<file path="config.mk">
export PLATFORM = sky130hd
export DESIGN_NAME = quad4_grad_engine
export DESIGN_NICKNAME = d
export VERILOG_FILES = /design/src/rtl/quad4_grad_engine.sv
export SDC_FILE = /design/constraint.sdc
export NUM_CORES = 2
export LEC_CHECK = 0
export ABC_AREA = 0
export BUFFER_PORTS_ARGS = -buffer_cell sky130_fd_sc_hd__buf_2
export CORE_MARGIN = 1
export CORE_UTILIZATION = 50
export DETAILED_ROUTE_END_ITERATION = 10
export GPL_ROUTABILITY_DRIVEN = 0
export GPL_TIMING_DRIVEN = 0
export PLACE_DENSITY = 0.66
export SLEW_MARGIN = 0
export SYNTH_ARGS = -nofsm -noshare
export SYNTH_HDL_FRONTEND = slang
export SYNTH_SLANG_ARGS = --single-unit
export TNS_END_PERCENT = 20
</file>
<file path="constraint.sdc">
create_clock -name clk -period 17.56 [get_ports clk]
set_input_delay 1.756 -clock clk [delete_from_list [all_inputs] [get_ports clk]]
set_output_delay 1.756 -clock clk [all_outputs]
set_load 0.005 [all_outputs]
</file>
<file path="src/rtl/quad4_grad_engine.sv">
// +----------------------------------------------------------------------------+
// | quad4_grad_engine: quadratic cost f(x) and scaled gradient step for 4 vars |
// | Revision: 1.0                                                              |
// +----------------------------------------------------------------------------+
`timescale 1ns/1ps
`default_nettype none

module quad4_grad_engine #(
  parameter logic signed [31:0] LEARNING_RATE = 32'h0000_0030,
  parameter logic [15:0]        A_T           = 16'h0100,
  parameter logic [15:0]        B_T           = 16'hFE00,
  parameter logic [15:0]        C_T           = 16'h0080,
  parameter logic [15:0]        D_T           = 16'h0000
) (
  input  logic        clk,
  input  logic        rst_n,
  input  logic        start_func,
  input  logic [15:0] a_in,
  input  logic [15:0] b_in,
  input  logic [15:0] c_in,
  input  logic [15:0] d_in,
  output logic [31:0] value,
  output logic [15:0] a_diff_out,
  output logic [15:0] b_diff_out,
  output logic [15:0] c_diff_out,
  output logic [15:0] d_diff_out,
  output logic        func_done,
  output logic        overflow
);

  localparam logic [1:0]  S_IDLE = 2'd0;
  localparam logic [1:0]  S_LOAD = 2'd1;
  localparam logic [1:0]  S_MUL  = 2'd2;
  localparam logic [1:0]  S_FIN  = 2'd3;
  localparam logic [63:0] C_TGT  = {D_T, C_T, B_T, A_T};

  logic [1:0]         r_state;
  logic               r_start_q;
  logic [2:0]         r_cnt;
  logic signed [35:0] r_acc;
  logic signed [15:0] r_x [4];
  logic signed [16:0] r_e [4];
  logic signed [33:0] r_p [4];

  logic               w_accept;
  logic signed [16:0] w_e_sel;
  logic signed [31:0] w_mul_a;
  logic signed [17:0] w_mul_b;
  logic signed [49:0] w_prod;
  logic signed [35:0] w_sq;
  logic signed [33:0] w_step;
  logic [13:0]        w_unused_prod;
  logic               w_val_ov;
  logic [31:0]        w_val_sat;
  logic [3:0]         w_diff_ov;
  logic [15:0]        w_diff_sat [4];

  assign w_accept = (r_state == S_IDLE) && start_func && !r_start_q;

  // cnt[2]=0: e*e (square); cnt[2]=1: LR*(2e) (step). Same multiplier for both.
  assign w_e_sel = r_e[r_cnt[1:0]];
  assign w_mul_a = r_cnt[2] ? LEARNING_RATE : {{15{w_e_sel[16]}}, w_e_sel};
  assign w_mul_b = r_cnt[2] ? {w_e_sel, 1'b0} : {w_e_sel[16], w_e_sel};
  assign w_prod  = 50'(w_mul_a) * 50'(w_mul_b);

  // Bit-slicing above position 8 is the arithmetic >>>8 followed by truncation.
  assign w_sq          = w_prod[43:8];
  assign w_step        = w_prod[41:8];
  assign w_unused_prod = {w_prod[49:44], w_prod[7:0]};

  assign w_val_ov  = !((&r_acc[35:31]) || !(|r_acc[35:31]));
  assign w_val_sat = w_val_ov ? (r_acc[35] ? 32'h8000_0000 : 32'h7FFF_FFFF)
                              : r_acc[31:0];

  for (genvar gi = 0; gi < 4; gi++) begin : g_lane
    assign w_diff_ov[gi]  = !((&r_p[gi][33:15]) || !(|r_p[gi][33:15]));
    assign w_diff_sat[gi] = w_diff_ov[gi] ? (r_p[gi][33] ? 16'h8000 : 16'h7FFF)
                                          : r_p[gi][15:0];
  end

  always_ff @(posedge clk or negedge rst_n) begin
    if (!rst_n) begin
      r_state    <= S_IDLE;
      r_start_q  <= 1'b0;
      r_cnt      <= 3'd0;
      r_acc      <= '0;
      for (int i = 0; i < 4; i++) begin
        r_x[i] <= '0;
        r_e[i] <= '0;
        r_p[i] <= '0;
      end
      value      <= '0;
      a_diff_out <= '0;
      b_diff_out <= '0;
      c_diff_out <= '0;
      d_diff_out <= '0;
      func_done  <= 1'b0;
      overflow   <= 1'b0;
    end else begin
      r_start_q <= start_func;
      func_done <= 1'b0;
      case (r_state)
        S_IDLE: begin
          if (w_accept) begin
            r_x[0]  <= a_in;
            r_x[1]  <= b_in;
            r_x[2]  <= c_in;
            r_x[3]  <= d_in;
            r_state <= S_LOAD;
          end
        end
        S_LOAD: begin
          for (int i = 0; i < 4; i++) begin
            r_e[i] <= {r_x[i][15], r_x[i]} - {C_TGT[16*i+15], C_TGT[16*i +: 16]};
          end
          r_acc   <= '0;
          r_cnt   <= 3'd0;
          r_state <= S_MUL;
        end
        S_MUL: begin
          if (!r_cnt[2]) r_acc <= r_acc + w_sq;
          else           r_p[r_cnt[1:0]] <= w_step;
          r_cnt <= r_cnt + 3'd1;
          if (r_cnt == 3'd7) r_state <= S_FIN;
        end
        S_FIN: begin
          value      <= w_val_sat;
          a_diff_out <= w_diff_sat[0];
          b_diff_out <= w_diff_sat[1];
          c_diff_out <= w_diff_sat[2];
          d_diff_out <= w_diff_sat[3];
          overflow   <= w_val_ov | (|w_diff_ov);
          func_done  <= 1'b1;
          r_state    <= S_IDLE;
        end
        default: r_state <= S_IDLE;
      endcase
    end
  end

endmodule

`default_nettype wire

</file>
==> reports/results.ini <==
[outcome]
status = finished, final reports clean

[critical_path]
path_common_cell = fa_1
r2r_slack_ns = 3.61
slowest_stage = o21ai_0
worstPathArrival_ns = 14.48
worstSetupPathType = reg2reg
slowest_delay_ns = 0.99
worstSetupStartpointType = flip-flop
path_max_fanout = 10
cp.required_ns = 18.09
cp-end-kind = flip-flop

[drt]
routed_wl_mm = 79.7
first_pass_iters = 6
vias = 22900
drt-initial-drc-count = 1933
via_per_inst = 5.62
drc_errors = 0
drtAntennaViolNets = 0
wl_per_cell_um = 19.5

[floorplan]
die_width_um = 246
row_count = 89
start_util = 0.505
die_y_um = 246
core-area_um2 = 58900
io_pins = 165
dieArea_um2 = 60500

[logic_synthesis]
synth-edff-count = 0
synthesis.area_um2 = 29800
synth_fa_ha_area_frac = 0.278
avgSynthCellArea_um2 = 9.76
yosysUniqueCellTypes = 61
synth-seq-cells = 407
yosys.area_share.simple = 0.110
synth-seq-area-share = 0.342
synth_compound_area_frac = 0.114
syn_nets = 3583
yosys_warnings = 0
syn-instance-count = 3050
synth_top_family_by_area = adder cells
synth_ff_type = dfrtp_1
synth_xor_area_frac = 0.0206
synthMuxAreaShare = 0.0562
synthArstFlopShare = 1.00

[sta]
final-hold-violation-count = 0
setup_viol = 0
slew_headroom = 0.152
finalSetupTns_ns = 0
slew_viol_final = 0
post-route-period-util = 0.794
fmax_mhz = 71.7
layout_setup_ws_ns = 3.61
rsz0062_at_grt = false
min_period_ns = 13.95
clock-skew-final_ns = 0.0483
whs_ns = 0.483
worst_slew_pin_slew_ns = 1.26

[place]
place_hpwl_mm = 62.9
numPortBuffers = 164
dp_slack_ns = 3.75
placedCellCount = 3993

[clock_network]
cts_setup_buffers = 0
htreeDepth = 2
clk_pin_slew_ns = 0.06
clockBufferDepth = 3
cts_root_buf = clkbuf_16
clk_latency_ns = 0.60
cts_tree = done
postCtsHoldBufs = 0
cts_resized = 0
cts_made_buffers = 46
cts.sinks = 407

[final_layout]
fin_cells = 4078
layout_common_cells = inv_1, dfrtp_1, fa_1, nand2_1, nor2_1
mostFrequentLayoutCell = inv_1
drive_above_1_share = 0.119
syn_to_final_growth_pct = 11.7
diodes = 0
final_nets = 3801

[grt]
overflow = 0
track_usage = 0.271
grt_pass1_wl_mm = 128
grt_pass1_vias = 23500
grt_max_degree = 132
antenna_found_initial = 1

[min_path]
hold_class = reg2reg

[job]
cap_violations = 0

==> cell type report <==
class	instances	area (um2)
buffer	134	512
clock buffer	58	1240
clock inverter	27	302
fill	5161	25700
inverter	484	1820
multi-input combinational	2025	17300
sequential	407	10200
tap	773	967
timing repair buffer	170	936
==> through the flow <==
step	utilization	instance area, um2
after floorplan	-	29800
after global placement	0.536	31600
after detailed placement	0.538	31700
after CTS	0.564	33200
after global routing	0.564	33200
final	0.564	33200
==> cells by family (layout without fill, tap and decap cells) <==
logic type / count (synthesis) / after routing
muxes: 142 / 142
adders and majority gates: 466 / 466
xor gates and xnor gates: 70 / 70
buffers and inverters: 618 / 873
AOI/OAI and AO/OA: 592 / 592
DFF: 407 / 407
and+or+nand+nor: 755 / 755
==> routing by layer <==
metal,vias up,routed length (um),share of wire,track usage
li1,10300,-,-,-
met1,11500,33400,0.42,0.365
met2,922,37700,0.47,0.448
met3,172,5690,0.071,0.0385
met4,2,2810,0.035,0.0913
met5,-,13,0.00016,0
==> state kept, by name (all words and copies together), names as in the netlist, 2 cells and up <==
signal / count
a_diff_out: 16
r_p: 136
r_e: 67
c_diff_out: 16
value: 32
r_acc: 36
d_diff_out: 16
r_cnt: 3
b_diff_out: 16
r_x: 64
r_state: 2
==> path summary, 6_finish.rpt <==
check                         start       endpoint  cells past startpoint
setup / recovery           r_cnt[0]      r_acc[34]                     41
hold / removal              r_p[72]        r_p[72]                      2
setup reg to reg           r_cnt[0]      r_acc[34]                     41
hold reg to reg             r_p[72]        r_p[72]                      2
max in group asynchronous     rst_n        r_x[63]                      2
min in group asynchronous     rst_n  b_diff_out[5]                      1
==> critical path: cells and delay by family, from the launching register on <==
family	cells	cell delay, ns
multiplexers	1	0.18
flip-flops	1	0.57
adder cells (fa/ha/maj)	8	3.61
buffers and inverters	9	2.42
AND/OR/NAND/NOR	7	2.13
AO/OA/AOI/OAI	16	4.94
==> synthesized netlist by cell type, types with 9 or more instances <==
master	instances	area share
o211ai_1	9	0.0023
xnor2_1	43	0.013
a21oi_1	264	0.044
nand2b_1	13	0.0027
dfrtp_1	407	0.34
a22o_1	25	0.0074
xor2_1	27	0.0079
a21o_1	27	0.0068
mux2i_1	12	0.0040
nor2b_1	10	0.0021
nand3_1	30	0.0050
o41ai_1	9	0.0026
nand2_1	300	0.038
clkbuf_1	125	0.016
mux2_2	122	0.046
nor2_1	271	0.034
nor3_1	12	0.0020
ha_1	139	0.058
nor4_1	22	0.0046
inv_1	482	0.061
nand4_1	34	0.0071
and3_1	30	0.0063
o21ai_0	174	0.029
o21a_1	18	0.0045
o21ai_1	10	0.0017
fa_1	327	0.22
and2_1	11	0.0023
Power is left out: the tool's default activity adds up to more than one toggle a clock period on the data nets, which glitch-free logic cannot reach.
